File: config.mk
export PLATFORM = sky130hd
export DESIGN_NAME = rggen_apb_bridge
export DESIGN_NICKNAME = d
export VERILOG_FILES = /design/src/rtl/rggen_apb_bridge.sv
export SDC_FILE = /design/constraint.sdc
export NUM_CORES = 1
export LEC_CHECK = 0
export CAP_MARGIN = 20
export CELL_PAD_IN_SITES_DETAIL_PLACEMENT = 1
export CELL_PAD_IN_SITES_GLOBAL_PLACEMENT = 1
export CORE_ASPECT_RATIO = 0.7
export CORE_MARGIN = 3
export CORE_UTILIZATION = 35
export DETAILED_ROUTE_END_ITERATION = 6
export HOLD_SLACK_MARGIN = 0.06
export MAX_ROUTING_LAYER = met4
export PLACE_DENSITY_LB_ADDON = 0.1
export SYNTH_ARGS = -nofsm -noshare
export SYNTH_HDL_FRONTEND = slang
export SYNTH_SLANG_ARGS = --single-unit
File: constraint.sdc
create_clock -name clk -period 4.55 [get_ports clk]
set_input_delay 0.455 -clock clk [delete_from_list [all_inputs] [get_ports clk]]
set_output_delay 0.455 -clock clk [all_outputs]
set_load 0.05 [all_outputs]
File: src/rtl/rggen_apb_bridge.sv
// rggen_apb_bridge: APB slave to register-bus bridge.
// An APB access is captured in IDLE, presented on the register bus in BUSY
// until bus_ready, and answered with a single-cycle pready in ACK.
// Optional feature macro: RGGEN_APB_BRIDGE_TIMEOUT_EN enables a BUSY-state
// timeout of TIMEOUT_CYCLES cycles that answers with pslverr=1.
module rggen_apb_bridge #(
  parameter int unsigned ADDRESS_WIDTH  = 16,
  parameter int unsigned DATA_WIDTH     = 32,
  parameter int unsigned TIMEOUT_CYCLES = 255
) (
  input  logic                      clk,
  input  logic                      rst_n,
  // APB slave
  input  logic                      psel,
  input  logic                      penable,
  input  logic                      pwrite,
  input  logic [ADDRESS_WIDTH-1:0]  paddr,
  input  logic [2:0]                pprot,
  input  logic [DATA_WIDTH-1:0]     pwdata,
  input  logic [DATA_WIDTH/8-1:0]   pstrb,
  output logic                      pready,
  output logic [DATA_WIDTH-1:0]     prdata,
  output logic                      pslverr,
  // register bus master
  output logic                      bus_valid,
  output logic                      bus_write,
  output logic [ADDRESS_WIDTH-1:0]  bus_address,
  output logic [2:0]                bus_prot,
  output logic [DATA_WIDTH-1:0]     bus_write_data,
  output logic [DATA_WIDTH/8-1:0]   bus_strobe,
  input  logic                      bus_ready,
  input  logic [1:0]                bus_status,
  input  logic [DATA_WIDTH-1:0]     bus_read_data
);

  localparam int unsigned STRB_WIDTH = DATA_WIDTH / 8;

  typedef enum logic [1:0] {
    IDLE,
    BUSY,
    ACK
  } state_e;

  state_e                   state_q, state_d;
  logic [ADDRESS_WIDTH-1:0] addr_q, addr_d;
  logic [2:0]               prot_q, prot_d;
  logic                     write_q, write_d;
  logic [DATA_WIDTH-1:0]    wdata_q, wdata_d;
  logic [STRB_WIDTH-1:0]    strb_q, strb_d;
  logic [DATA_WIDTH-1:0]    rdata_q, rdata_d;
  logic [1:0]               status_q, status_d;
  logic                     abort_q, abort_d;

  logic                     capture;
  logic                     complete;
  logic                     timeout;

  // penable is not needed: a transfer is accepted on psel alone.
  logic unused_bits;
  assign unused_bits = ^{penable, status_q[0]};

  assign capture  = (state_q == IDLE) && psel;
  assign complete = (state_q == BUSY) && bus_ready;

`ifdef RGGEN_APB_BRIDGE_TIMEOUT_EN
  logic [15:0] count_q, count_d;

  // Wait counter: cleared on entry to BUSY, counts BUSY cycles without bus_ready.
  always_comb begin
    count_d = count_q;
    if (capture) begin
      count_d = '0;
    end else if ((state_q == BUSY) && !bus_ready) begin
      count_d = count_q + 16'd1;
    end
  end

  // bus_ready in the expiring cycle wins, so timeout requires bus_ready=0.
  assign timeout = (state_q == BUSY) && !bus_ready &&
                   ((count_q + 16'd1) == 16'(TIMEOUT_CYCLES));

  // Wait counter register.
  always_ff @(posedge clk or negedge rst_n) begin
    if (!rst_n) begin
      count_q <= '0;
    end else begin
      count_q <= count_d;
    end
  end
`else
  localparam int unsigned UNUSED_TIMEOUT_CYCLES = TIMEOUT_CYCLES;
  assign timeout = 1'b0;
`endif

  // State register.
  always_ff @(posedge clk or negedge rst_n) begin
    if (!rst_n) begin
      state_q <= IDLE;
    end else begin
      state_q <= state_d;
    end
  end

  // Next-state logic; an access abandoned by the master returns straight to IDLE.
  always_comb begin
    state_d = state_q;
    unique case (state_q)
      IDLE: begin
        if (psel) begin
          state_d = BUSY;
        end
      end
      BUSY: begin
        if (complete || timeout) begin
          state_d = (abort_q || !psel) ? IDLE : ACK;
        end
      end
      ACK: begin
        state_d = IDLE;
      end
      default: begin
        state_d = IDLE;
      end
    endcase
  end

  // Request capture, abort tracking and response capture.
  always_comb begin
    addr_d   = addr_q;
    prot_d   = prot_q;
    write_d  = write_q;
    wdata_d  = wdata_q;
    strb_d   = strb_q;
    rdata_d  = rdata_q;
    status_d = status_q;
    abort_d  = abort_q;
    if (capture) begin
      addr_d  = paddr;
      prot_d  = pprot;
      write_d = pwrite;
      wdata_d = pwdata;
      strb_d  = pwrite ? pstrb : '1;
      abort_d = 1'b0;
    end
    if ((state_q == BUSY) && !psel) begin
      abort_d = 1'b1;
    end
    if (complete) begin
      rdata_d  = bus_read_data;
      status_d = bus_status;
    end else if (timeout) begin
      rdata_d  = '0;
      status_d = 2'b10;
    end
  end

  // Request and response registers.
  always_ff @(posedge clk or negedge rst_n) begin
    if (!rst_n) begin
      addr_q   <= '0;
      prot_q   <= '0;
      write_q  <= 1'b0;
      wdata_q  <= '0;
      strb_q   <= '0;
      rdata_q  <= '0;
      status_q <= '0;
      abort_q  <= 1'b0;
    end else begin
      addr_q   <= addr_d;
      prot_q   <= prot_d;
      write_q  <= write_d;
      wdata_q  <= wdata_d;
      strb_q   <= strb_d;
      rdata_q  <= rdata_d;
      status_q <= status_d;
      abort_q  <= abort_d;
    end
  end

  // Output decode: bus request from BUSY, APB response only in ACK.
  always_comb begin
    bus_valid      = (state_q == BUSY);
    bus_write      = write_q;
    bus_address    = addr_q;
    bus_prot       = prot_q;
    bus_write_data = wdata_q;
    bus_strobe     = strb_q;
    pready         = (state_q == ACK);
    pslverr        = pready && status_q[1];
    prdata         = (pready && !write_q && !status_q[1]) ? rdata_q : '0;
  end

endmodule

Word level (Yosys, flattened, before mapping)
Index checks and enable logic that the tools add are counted.
Word-level totals
  output and inout bits: 91
  word-level logic and storage cells: 34
  latch bits: 0
  memory bits (read-only): 0
  RAM bits: 0
  memories kept: 0
  register bits: 93
Cells by class
  add/sub/neg operators: 0
  equality and inequality tests: 4
  shift-type cells: 0
  reduce and logical (&&, ||, !) cells: 13
  $lt $le $gt $ge: 0
  muxes and demuxes: 8
  div/mod/pow operators: 0
  $mul: 0
  bitwise operators: 0
Operators by type and width (number)
  two-way mux 32 bit: 1
  logical AND 1 bit: 6
  two-way mux 2 bit: 3
  two-way mux 4 bit: 1
  case mux 2 bit (2 select lines): 1
  zero test 1 bit: 3
  == test 2 x 1 -> 1 bit, second input constant: 1
  == test 2 bit, second input constant: 1
  zero test 2 bit: 1
  two-way mux 1 bit: 2
  != test 2 x 1 -> 1 bit, second input constant: 1
  != test 2 bit, second input constant: 1
  AND reduction 2 bit: 1
  nonzero test 2 bit: 1
  logical OR 1 bit: 1

Logic depth before layout (Yosys ltp)
  word-level depth: 5
  mapped depth: 5

Least setup slack after synthesis
No wires, ideal clock.
  kind: register -> output
  from: register state_q[1]
  to: output pslverr
  path buffers: 0
  stages on the path, launching flop included: 3
  path slack: 2.329 ns
  data arrival time: 1.766 ns
  cells stage by stage: dfrtp_1 -> nor2b_1 -> and2_1
On the way
  longest elaborated chain between the ends: 2
RTL lines
  start: declaration: line 44  | state_e state_q, state_d;
  start signal: assignment: line 100  | state_q <= state_d;
  == test 2 bit: line 188  | pready = (state_q == ACK);
  named net pready: line 21  | output logic pready,
  logical AND 1 bit: line 189  | pslverr = pready && status_q[1];
  end: declaration: line 23  | output logic pslverr,
The timed path passes the listed nets, and every way through them passes these cells.

Worst setup path in the final report
  from: register state_q[0]
  to: output prdata[5]
On the way
  longest elaborated chain between the ends: 4
RTL lines
  == test 2 bit: line 188
  logical AND 1 bit (2 in a row): line 190  | prdata = (pready && !write_q && !status_q[1]) ? rdata_q : '0;
  two-way mux 32 bit: line 190
  end: declaration: line 22  | output logic [DATA_WIDTH-1:0] prdata,
No other way between the ends.

==> summary.md <==
| Metric | Value |
|---|---|
| Core area | `10670 sq um` |
| Post-CTS setup buffer count | `0` |
| Worst-Skew Late Latency | `330 ps` |
| Hold violation count in the final report | `0` |
| Status | `complete, no violations` |
| Filler Cells Inserted | `1039` |
| Critical Path Start Type | `flip-flop` |
| Total die area | `12610 sq um` |
| DRC marker count from the first detailed-route iteration | `78` |
| Area of the multi-input gates | `between 1500 and 2000 sq um` |
| Clock edge transition at the registers on the reported setup and hold paths | `60 ps` |
| Switching power | `~1.6 mW` |
| Worst-case setup margin in the final layout | `1480 ps` |
| Router iterations before antenna repair | `4` |
| Number of antenna violations at the first check in global routing | `0` |
| Count of hold buffers inserted by post-cts repair | `0` |
| # IOs | `186` |
| Max stage delay on crit path | `830 ps` |
| Worst hold margin | `between 150 and 200 ps` |
| Clock Power Share | `17.0%` |
| RSZ-0062 raised after global routing | `no` |
| Fmax | `0.3257 GHz` |
| Fraction of power spent switching nets | `40.91%` |
| Element type at the critical path end | `output port` |
| Clock tree skew after final layout | `5.833 ps` |
| Highest routing layer actually used | `met4` |
| TritonCTS sink count | `92` |
| Max Slew Vio Count | `0` |
| Synthesized area per cell | `16.31 sq um` |
| Count of buffering cells on the critical path with inverters included | `2` |
| DRC errors left | `0` |
| Total negative setup slack | `0 ps` |
| Max-Slew Margin vs Limit | `a little under two fifths` |
| Overall power after layout | `4.024 mW` |
| Yosys cell types | `19` |
| CP cell instances | `nor4b_4 > buf_4 > and2_1 > clkdlybuf4s50_1` |
| Effective utilization at floorplan | `between 30% and 40%` |
| Cts repair resizes | `0` |
| Total number of vias | `~2600` |
| Largest voltage drop on the vdd net | `408.7 uV` |
| Required time of the critical path | `4090 ps` |
| Via-to-Cell Ratio | `4.503` |
| Die outline height | `94.84 um` |
| Highest-delay cell along the critical path | `sky130_fd_sc_hd__clkdlybuf4s50_1` |
| Number of nets produced by synthesis | `roughly 340` |
| Post-synthesis instance area | `3946 sq um` |
| Met2 wire length | `4955 um` |
| Power per cell area | `658.0 nW/um^2` |
| Via count of the first global-routing pass | `2955` |
| Final HPWL from detailed placement | `7590 um` |
| Critical path start-end classification | `flip-flop to output port` |
| Routed met3 length | `829 um` |
| Gate Count Post-Synth | `242` |
| Maximum fanout along the worst path | `27` |
| Max H-tree Level | `3` |
| Area grow syn2layout | `54.98%` |
| Cell chosen for the clock root | `sky130_fd_sc_hd__clkbuf_16` |
| Share of layout cells above drive strength 1 | `25.52%` |
| Routability-driven placement congestion ratio | `0.6837` |
| Share of total power in sequential cells | `approximately 34%` |
| Min-delay worst type | `input port to asynchronous set/reset pin` |
| Wire length of the first global-routing pass | `15920 um` |
| Post-synthesis sequential area ratio | `58.34%` |
| Post-placement setup slack | `1802 ps` |
| Average routed wire per standard cell | `between 15 and 20 um` |
| Synth Register Bits | `92` |
| Reported max-cap violation count | `0` |
| Static leakage | `2.557 nW` |
| Clock period minus worst slack | `3070 ps` |
| Combinational power share | `49.2%` |
| Die width | `132.9 um` |
| Row count | `31` |
| Data arrival time of the critical path | `2620 ps` |
| Final critical-path share of the clock period | `67.48%` |
| Total overflow reported by the global router | `0` |
| Final WL | `10240 um` |
| Wire length on met1 | `4397 um` |
| Final setup violating endpoints | `0` |
| Dominant delay contributor by cell family on the critical path | `buffers and inverters` |
| Number of nets in the finished design | `521` |
| Total global-route track usage | `approximately 17%` |
| Quantity of I/O buffers inserted on ports | `183` |
| Sequential cell area | `2302 sq um` |
| Antenna Cells | `0` |
| Cell Int Power | `2.378 mW` |
| CTS tree | `done` |
| Ys Warns | `0` |
| Number of buffers created by CTS | `9` |
| Pin count of the biggest net entering global routing | `57` |
| Worst-margin pin slew | `approximately 950 ps` |
| Clk buf depth | `2` |
| Remaining antenna violation count after routing | `0` |
-- placed cells by master (no fill, tap or decap), types with 4 or more instances in the layout --
master / instances
sky130_fd_sc_hd__and2_1: 33
sky130_fd_sc_hd__dfrtp_1: 92
sky130_fd_sc_hd__clkdlybuf4s50_1: 182
sky130_fd_sc_hd__buf_4: 4
sky130_fd_sc_hd__mux2_4: 40
sky130_fd_sc_hd__mux2_2: 47
sky130_fd_sc_hd__nand2b_1: 5
sky130_fd_sc_hd__clkbuf_16: 9
-- worst register-to-register path: stages (launching register included) --
cell and delay [ps]:
sky130_fd_sc_hd__dfrtp_1 520, sky130_fd_sc_hd__nor3b_4 230, sky130_fd_sc_hd__buf_4 740, sky130_fd_sc_hd__mux2_2 460
-- sequential cells by signal, summed over array words and instances (netlist names) --
signal,count
bus_prot,3
bus_strobe,4
bus_write_data,32
abort_q,1
rdata_q,32
status_q,1
state_q,2
bus_address,16
bus_write,1
-- layout make-up --
type	instances	share of cell area, %
flip-flops and latches	92	37.64
repair buffers	186	30.28
multi-input cells	137	24.53
clock buffers	9	3.682
well taps	148	3.028
clock inverters	7	0.8388
-- through the flow --
step / instance area [sq um] / utilization (%) / cells
3_5_place_dp: 5839 / 54.74 / 563
3_3_place_gp: 5839 / 54.74 / 563
4_1_cts: 6116 / 57.34 / 579
6_report: 6116 / 57.34 / 579
5_1_grt: 6116 / 57.34 / 579
2_1_floorplan: 3946 / - / 242
-- final timing paths --
check	slack, ps	startpoint	end	cells after the start
worst max-delay path	1480	state_q[0]	prdata[5]	4
worst min-delay path	160	rst_n	bus_write_data[4]	1
worst max register to register	2500	state_q[0]	bus_address[1]	3
worst min register to register	460	abort_q	state_q[1]	1
max in group asynchronous	3380	rst_n	bus_write_data[29]	2
min in group clk	460	abort_q	state_q[1]	1
-- per-layer routing --
layer	up-vias	GRT usage, %
met2	104	27.41
li1	1200	-
met5	-	-
met3	6	6.709
met1	1297	20.30
met4	0	3.374
-- cells in the mapped netlist (all sizes together) --
library cell,number,share of area (%)
a211oi,1,0.19
a22o,1,0.22
and2,33,5.2
buf,10,3.4
clkbuf,3,0.29
dfrtp,92,58
mux2,89,29
nand2b,5,0.79
nand3b,1,0.51
nor2,1,0.095
nor2b,2,0.32
nor3b,2,0.67
nor4b,1,0.60
o21bai,1,0.19
-- cell families after synthesis --
family	synth area share (%)
flops	58.34
buf+inv	3.646
simple gates	8.212
compound gates	0.6026
mux	29.20
-- power groups by stage --
stage	Clock, mW	Sequential (mW)	Combinational [mW]
6_report	0.686	1.36	1.98
5_1_grt	0.748	1.41	2.06
4_1_cts	0.713	1.36	2.00
3_5_place_dp	0	1.37	2.00
3_3_place_gp	0	1.34	1.97
2_1_floorplan	0	2.11	0.588
No activity file was read; power rests on OpenSTA's default activity.
